--- config.mk ---
export PLATFORM = sky130hd
export DESIGN_NAME = wram_dram_ctrl
export DESIGN_NICKNAME = d
export VERILOG_FILES = /design/src/rtl/wram_dram_ctrl.sv
export SDC_FILE = /design/constraint.sdc
export NUM_CORES = 1
export LEC_CHECK = 0
export CELL_PAD_IN_SITES_DETAIL_PLACEMENT = 1
export CELL_PAD_IN_SITES_GLOBAL_PLACEMENT = 2
export CORE_MARGIN = 2
export CORE_UTILIZATION = 32
export DETAILED_ROUTE_END_ITERATION = 8
export PLACE_DENSITY_LB_ADDON = 0.1
export SYNTH_ARGS = -nofsm -noshare
export SYNTH_HDL_FRONTEND = slang
export SYNTH_SLANG_ARGS = --single-unit
--- constraint.sdc ---
create_clock -name MCLK -period 1.96 [get_ports MCLK]
set_input_delay 0.49 -clock MCLK [delete_from_list [all_inputs] [get_ports MCLK]]
set_output_delay 0.49 -clock MCLK [all_outputs]
set_load 0.03 [all_outputs]
--- src/rtl/wram_dram_ctrl.sv ---
// Work-RAM DRAM timing controller: decodes 68k $E00000-$FFFFFF accesses into
// RAS/CAS/WE/OE sequences and interleaves periodic CAS-before-RAS refresh.
module wram_dram_ctrl #(
  parameter int unsigned T_RCD      = 2,
  parameter int unsigned T_RP       = 3,
  parameter int unsigned T_REF_RAS  = 4,
  parameter int unsigned REF_PERIOD = 128
) (
  input  logic       MCLK,
  input  logic       n_SRES,
  input  logic       n_AS,
  input  logic       n_UDS,
  input  logic       n_LDS,
  input  logic       RW,
  input  logic [2:0] VA,
  output logic       n_RAS0,
  output logic       n_CAS0,
  output logic       n_WE_U,
  output logic       n_WE_L,
  output logic       n_OE,
  output logic       REF_ACT,
  output logic       REF_OVR
);

  localparam int unsigned REF_W  = $clog2(REF_PERIOD);
  localparam int unsigned T_MAX0 = (T_RCD > T_RP) ? T_RCD : T_RP;
  localparam int unsigned T_MAX  = (T_MAX0 > T_REF_RAS) ? T_MAX0 : T_REF_RAS;
  localparam int unsigned TMR_W  = (T_MAX > 1) ? $clog2(T_MAX) : 1;

  typedef enum logic [2:0] {
    IDLE = 3'd0,
    ACT  = 3'd1,
    CAS  = 3'd2,
    PRE  = 3'd3,
    RCAS = 3'd4,
    RRAS = 3'd5
  } state_t;

  state_t            state, state_d;
  logic [TMR_W-1:0]  tmr, tmr_d;
  logic [REF_W-1:0]  ref_cnt, ref_cnt_d;
  logic              ref_pend, ref_pend_d;
  logic              ref_clr_c;
  logic              ref_zero_c;
  logic              sel_c;
  logic              ras_d, cas_d, we_u_d, we_l_d, oe_d, ref_act_d, ref_ovr_d;

  assign sel_c = (VA == 3'b111) && !n_AS;

  // State, phase timer and registered strobes
  always_ff @(posedge MCLK or negedge n_SRES) begin
    if (!n_SRES) begin
      state   <= IDLE;
      tmr     <= '0;
      n_RAS0  <= 1'b1;
      n_CAS0  <= 1'b1;
      n_WE_U  <= 1'b1;
      n_WE_L  <= 1'b1;
      n_OE    <= 1'b1;
      REF_ACT <= 1'b0;
    end else begin
      state   <= state_d;
      tmr     <= tmr_d;
      n_RAS0  <= ras_d;
      n_CAS0  <= cas_d;
      n_WE_U  <= we_u_d;
      n_WE_L  <= we_l_d;
      n_OE    <= oe_d;
      REF_ACT <= ref_act_d;
    end
  end

  // Next state; strobes are decoded from the state being entered
  always_comb begin
    state_d   = state;
    tmr_d     = tmr;
    ref_clr_c = 1'b0;
    ras_d     = 1'b1;
    cas_d     = 1'b1;
    we_u_d    = 1'b1;
    we_l_d    = 1'b1;
    oe_d      = 1'b1;
    ref_act_d = 1'b0;

    unique case (state)
      IDLE: begin
        if (ref_pend) begin
          state_d = RCAS;
        end else if (sel_c) begin
          state_d = ACT;
          tmr_d   = TMR_W'(T_RCD - 1);
        end
      end
      ACT: begin
        if (n_AS) begin
          state_d = PRE;
          tmr_d   = TMR_W'(T_RP - 1);
        end else if (tmr == '0) begin
          state_d = CAS;
        end else begin
          tmr_d = tmr - TMR_W'(1);
        end
      end
      CAS: begin
        if (n_AS) begin
          state_d = PRE;
          tmr_d   = TMR_W'(T_RP - 1);
        end
      end
      PRE: begin
        if (tmr == '0) begin
          state_d = IDLE;
        end else begin
          tmr_d = tmr - TMR_W'(1);
        end
      end
      RCAS: begin
        state_d = RRAS;
        tmr_d   = TMR_W'(T_REF_RAS - 1);
      end
      RRAS: begin
        if (tmr == '0) begin
          state_d   = PRE;
          tmr_d     = TMR_W'(T_RP - 1);
          ref_clr_c = 1'b1;
        end else begin
          tmr_d = tmr - TMR_W'(1);
        end
      end
      default: begin
        state_d = IDLE;
        tmr_d   = '0;
      end
    endcase

    unique case (state_d)
      ACT: begin
        ras_d = 1'b0;
      end
      CAS: begin
        ras_d = 1'b0;
        cas_d = 1'b0;
        if (RW) begin
          oe_d = 1'b0;
        end else begin
          we_u_d = n_UDS;
          we_l_d = n_LDS;
        end
      end
      RCAS: begin
        cas_d     = 1'b0;
        ref_act_d = 1'b1;
      end
      RRAS: begin
        ras_d     = 1'b0;
        cas_d     = 1'b0;
        ref_act_d = 1'b1;
      end
      default: begin
      end
    endcase
  end

  // Refresh request timer; a request landing on an unserviced one is lost
  always_comb begin
    ref_zero_c = (ref_cnt == '0);
    ref_cnt_d  = ref_zero_c ? REF_W'(REF_PERIOD - 1) : (ref_cnt - REF_W'(1));
    ref_ovr_d  = ref_zero_c && ref_pend && !ref_clr_c;
    if (ref_zero_c) begin
      ref_pend_d = 1'b1;
    end else if (ref_clr_c) begin
      ref_pend_d = 1'b0;
    end else begin
      ref_pend_d = ref_pend;
    end
  end

  always_ff @(posedge MCLK or negedge n_SRES) begin
    if (!n_SRES) begin
      ref_cnt  <= REF_W'(REF_PERIOD - 1);
      ref_pend <= 1'b0;
      REF_OVR  <= 1'b0;
    end else begin
      ref_cnt  <= ref_cnt_d;
      ref_pend <= ref_pend_d;
      REF_OVR  <= ref_ovr_d;
    end
  end

endmodule
# Word level (Yosys, flattened, before mapping)
# Index checks and enable logic that the tools add are counted.
word_totals:
  out_inout_bits: 7
  input_bits: 9
  ff_bits: 20
  wordCells: 68
op_classes:
  n_mux: 29
  addsub: 2
  n_reduce_logical: 13
  eq_ne: 13
ops:
  columns: ["op", "count"]
  rows:
  - ["2-to-1 mux 3 bit", 7]
  - ["case mux 3 bit (6 select lines)", 1]
  - ["== test 3 bit (second input constant)", 5]
  - ["2-to-1 mux 1 bit", 13]
  - ["2-to-1 mux 2 bit", 6]
  - ["case mux 2 bit (6 select lines)", 1]
  - ["== test 3 x 2 -> 1 bit (second input constant)", 3]
  - ["zero test 7 bit", 1]
  - ["2-to-1 mux 7 bit", 1]
  - ["subtractor 7 x 1 -> 7 bit (second input constant)", 1]
  - ["== test 3 x 1 -> 1 bit (second input constant)", 2]
  - ["inequality test 2 bit (second input constant)", 3]
  - ["OR reduction 3 bit", 2]
  - ["logical AND 1 bit", 3]
  - ["zero test 3 bit", 1]
  - ["AND reduction 3 bit", 1]
  - ["zero test 1 bit", 2]
  - ["zero test 2 bit", 1]
  - ["nonzero test 2 bit", 1]
  - ["OR reduction 2 bit", 1]
  - ["subtractor 2 x 1 -> 2 bit (second input constant)", 1]

# Logic depth before layout (Yosys ltp)
depth:
  depth_word: 8
  ltp_mapped: 6
  depth_no_buf: 6

# Least setup slack after synthesis
# OpenSTA, ideal clock, no wires.
synth_path:
  path_kind: "input to register"
  start: "input n_AS"
  end: "register tmr[1]"
  cell_stages: 5
  required_ps: 1835
  setup_ps: 125
  arrival_time_ps: 1399
  n_path_buf: 1
  path_slack_ps: 436
  cell_sequence: "buf_4 or3_1 a21oi_1 a221oi_1 mux2_2"
synth_between:
  elab_chain_cells: 4
  word_cells_on_any_way: 7
  classes_between: "eq/ne: 2; mux: 2; reduce/logical: 3"
synth_lines:
  columns: ["element", "line_no", "rtl"]
  rows:
  - ["start: declaration", "11", "input logic n_AS,"]
  - ["zero test 1 bit", "48", "assign sel_c = (VA == 3'b111) && !n_AS;"]
  - ["logical AND 1 bit", "48", null]
  - ["inequality test 2 bit (no line)", null, null]
  - ["AND reduction 3 bit (no line)", null, null]
  - ["end signal: assignment", "63", "tmr <= tmr_d;"]
  - ["end: declaration", "40", "logic [TMR_W-1:0] tmr, tmr_d;"]
# Several ways; a longest one is shown, not always the timed one.
# A chain may end at the register's enable or synchronous reset.

# Worst setup path after layout
layout_path:
  start: "register REF_OVR"
  end: "output REF_OVR"
layout_lines:
  columns: ["element", "line_no", "rtl"]
  rows:
  - ["start: declaration", "22", "output logic REF_OVR"]
  - ["start signal: assignment", "186", "REF_OVR <= ref_ovr_d;"]
# No word-level cell between the ends.

==> metrics.txt <==
# TYPE chip_impl_metric gauge
chip_impl_metric{name="worst-r2r-setup-slack",unit="ps"} 370
chip_impl_metric{name="ys_seq_area_share",unit="%"} 53.4
chip_impl_metric{name="final_core_util",unit="%"} 42.3
chip_impl_info{name="worstSetupEndpointType",value="output port"} 1
chip_impl_info{name="run_status",value="finished with violations"} 1
chip_impl_info{name="worstSetupStartpointType",value="flop"} 1
chip_impl_metric{name="setup_violations",unit=""} 0
chip_impl_metric{name="synthesis.yosys.warnings",unit=""} 0
chip_impl_metric{name="required",unit="ps"} 1470
chip_impl_info{name="timing.critical_path.max_delay_family",value="buffers and inverters"} 1
chip_impl_metric{name="postSynthRegisterBits",unit=""} 20
chip_impl_metric{name="grt_first_pass_wirelength",unit="um"} 3570
chip_impl_metric{name="ports_placed_on_the_boundary",unit=""} 16
chip_impl_metric{name="post_route_cells_drive_above_1_share",unit="%"} 18.2
chip_impl_metric{name="n_antenna_cell",unit=""} 0
chip_impl_metric{name="syn_area_per_cell",unit="um^2"} 10.3
chip_impl_metric{name="layout.cell_area.non_filler",unit="um^2"} 1190
chip_impl_metric{name="core_area",unit="um^2"} 2810
chip_impl_info{name="synth_ff_type",value="sky130_fd_sc_hd__dfstp_2"} 1
chip_impl_metric{name="start_util",unit="%"} 34.4
chip_impl_info{name="critical-path-slowest-cell",value="sky130_fd_sc_hd__clkdlybuf4s50_1"} 1
chip_impl_metric{name="leakagePower",unit="nW"} 0.506
chip_impl_info{name="clock_tree_from_tritoncts",value="yes"} 1
chip_impl_metric{name="insertion_delay",unit="ps"} 300
chip_impl_metric{name="final_worst_clock_skew",unit="ps"} 2.16
chip_impl_metric{name="number_of_enable_type_register_cells_in_the_synthesized_netlist",unit=""} 0
chip_impl_info{name="failed_checks",value="DRC"} 1
chip_impl_metric{name="pwr_density_cell",unit="nW/um^2"} 1310
chip_impl_metric{name="tightest_slew",unit="ps"} 439
chip_impl_metric{name="gpl.final_weighted_congestion",unit=""} 0.732
chip_impl_metric{name="cp_num_buf_inv",unit=""} 1
chip_impl_metric{name="detailroute.via_count",unit=""} 733
chip_impl_metric{name="detailedPlacementHpwl",unit="um"} 1470
chip_impl_metric{name="finish.net_count",unit=""} 124
chip_impl_metric{name="clock_path_buffers",unit=""} 2
chip_impl_metric{name="post_dp_area",unit="um^2"} 1140
chip_impl_metric{name="tritoncts.num_buffers",unit=""} 3
chip_impl_metric{name="drv_slew",unit=""} 0
chip_impl_metric{name="crit_path_max_incr_delay",unit="ps"} 660
chip_impl_info{name="yosysTopAreaCell",value="sky130_fd_sc_hd__dfstp_2"} 1
chip_impl_metric{name="wirelength",unit="um"} 1980
chip_impl_metric{name="number_of_antenna_violations_at_the_first_check_in_global_routing",unit=""} 0
chip_impl_metric{name="max_clock_freq",unit="MHz"} 557
chip_impl_metric{name="synthesis.instances",unit=""} 94
chip_impl_metric{name="cts-hold-fix-buffers",unit=""} 0
chip_impl_metric{name="cts.reportedPaths.clkPinSlew",unit="ps"} 120
chip_impl_metric{name="fp.dieArea",unit="um^2"} 3470
chip_impl_metric{name="critical_path.max_fanout",unit=""} 1
chip_impl_metric{name="layout_worst_path_cycle_share",unit="%"} 91.5
chip_impl_info{name="tightest_hold_check_type",value="reg -> reg"} 1
chip_impl_metric{name="grt-ovfl-total",unit=""} 0
chip_impl_info{name="synth.most_common_cell",value="sky130_fd_sc_hd__nand2_1"} 1
chip_impl_info{name="synth.cells.most_frequent",value="sky130_fd_sc_hd__nand2_1, sky130_fd_sc_hd__dfstp_2, sky130_fd_sc_hd__dfrtp_1, sky130_fd_sc_hd__inv_1, sky130_fd_sc_hd__a21oi_1"} 1
chip_impl_metric{name="yosys_top_cell_area_share",unit="%"} 32.6
chip_impl_metric{name="vdd.ir_drop.worst",unit="mV"} 0.476
chip_impl_metric{name="fp.dieH",unit="um"} 58.9
chip_impl_metric{name="ant_nets",unit=""} 0
chip_impl_metric{name="rows",unit=""} 19
chip_impl_metric{name="firstDrtPassIters",unit=""} 6
chip_impl_info{name="path_cells",value="clkdlybuf4s50_1"} 1
chip_impl_metric{name="drc_violation_count_after_routing",unit=""} 3
chip_impl_metric{name="post-place-ws",unit="ps"} -14.5
chip_impl_metric{name="vias_in_the_first_global_route",unit=""} 773
chip_impl_metric{name="drt_iter0_markers",unit=""} 11
chip_impl_metric{name="cp_data_arrival_time",unit="ps"} 1300
chip_impl_metric{name="syn_nets",unit=""} 107
chip_impl_metric{name="max-slew-margin-rel",unit="%"} 70.7
chip_impl_metric{name="final_period_minus_worst_setup_slack",unit="ps"} 1790
chip_impl_metric{name="timing_hold_violations_final",unit=""} 0
chip_impl_metric{name="p_r_area_growth_vs_syn",unit="%"} 22.9
chip_impl_info{name="critPathKind",value="reg -> out"} 1
chip_impl_info{name="clock_tree_root",value="sky130_fd_sc_hd__clkbuf_4"} 1
chip_impl_metric{name="routed_via_density",unit=""} 5.20
chip_impl_metric{name="wire_per_inst",unit="um"} 14.0
chip_impl_metric{name="grt_max_degree",unit=""} 21
chip_impl_metric{name="h_tree_depth",unit=""} 1
chip_impl_metric{name="clock-sinks",unit=""} 20
chip_impl_metric{name="max_cap_viol_count",unit=""} 0
chip_impl_metric{name="post-route-worst-setup-slack",unit="ps"} 166
chip_impl_metric{name="port_buffers",unit=""} 15
chip_impl_info{name="rsz0062_at_grt",value="false"} 1
chip_impl_metric{name="yosysUniqueCellTypes",unit=""} 31
chip_impl_info{name="synth.area.top_cells",value="sky130_fd_sc_hd__dfstp_2, sky130_fd_sc_hd__dfrtp_1, sky130_fd_sc_hd__ha_1, sky130_fd_sc_hd__nand2_1, sky130_fd_sc_hd__a21oi_1"} 1
chip_impl_metric{name="grtUsageTotal",unit="%"} 13.5
chip_impl_metric{name="fraction_of_registers_with_async_set_or_reset_after_synthesis",unit="%"} 100
chip_impl_metric{name="floorplan.die.width",unit="um"} 58.9
chip_impl_metric{name="synth.cell_area",unit="um^2"} 966
-- area by class of cell --
type                    instances  area (um^2)
clock buffers                   3         22.5
flip-flops and latches         20          515
inverters                       8         30.0
repair buffers                 17          159
fillers                       320         1620
clock inverters                 1         30.0
well taps                      31         38.8
multi-input cells              61          392
-- path summary, 6_finish.rpt --
kind	startpoint	endpoint	depth (start not counted)
worst max-delay path	REF_OVR	REF_OVR	1
worst min-delay path	ref_cnt[0]	ref_cnt[0]	1
worst max register to register	state[1]	tmr[1]	3
worst min register to register	ref_cnt[0]	ref_cnt[0]	1
max in group asynchronous	n_SRES	n_OE	2
min in group asynchronous	n_SRES	REF_ACT	2
-- routing by layer --
metal / routed length, um / track usage [%] / vias to the layer above
met2: 883 / 21.7 / 14
met5: 0 / 0 / -
li1: - / - / 357
met1: 999 / 18.7 / 362
met3: 94 / 2.86 / 0
met4: 0 / 2.92 / 0
-- report_power, final --
group | switching, mW | internal [mW] | total [mW] | leakage (nW)
clock | 0.133 | 0.206 | 0.340 | 0.0279
sequential | 0.123 | 0.526 | 0.649 | 0.226
combinational | 0.308 | 0.257 | 0.565 | 0.252
total | 0.564 | 0.989 | 1.55 | 0.506
-- stage by stage --
step                      hold WS (ps)  TNS [ps]  power, mW  std cells
after floorplan                    194         0       1.06         94
after global placement             437         0       1.22        137
after detailed placement           442     -20.9       1.24        137
after CTS                          479         0       1.57        141
after global routing               495         0       1.69        141
final                              470         0       1.55        141
-- placed cells by master (no fill, tap or decap), drive strengths merged, types with 3 or more instances in the layout --
cell type	netlist	final
inv	8	8
dfstp	12	12
nor2	5	5
or3	4	4
clkbuf	1	3
dfrtp	8	8
dlygate4sd2	0	5
clkdlybuf4s50	0	10
ha	4	4
nand2	13	13
a21oi	6	6
o21ai	5	5
-- state kept, by name (all words and copies together), names as in the netlist --
name and cells:
REF_ACT 1, REF_OVR 1, n_CAS0 1, n_OE 1, n_RAS0 1, n_WE_L 1
n_WE_U 1, ref_cnt 7, ref_pend 1, state 3, tmr 2
-- cells by family after synthesis --
group | Yosys count | synth area share, %
buffers and inverters | 13 | 6.09
muxes | 2 | 2.33
xor gates and xnor gates | 4 | 3.63
and+or+nand+nor | 29 | 14.2
DFF | 20 | 53.4
AOI/OAI and AO/OA | 22 | 15.2
adders and majority gates | 4 | 5.18
-- timing repair --
item,4_1_cts,5_1_grt
gates resized for setup,5,0
setup endpoints to repair,5,0
buffers inserted,0,0
(Power assumes the default switching activity.)
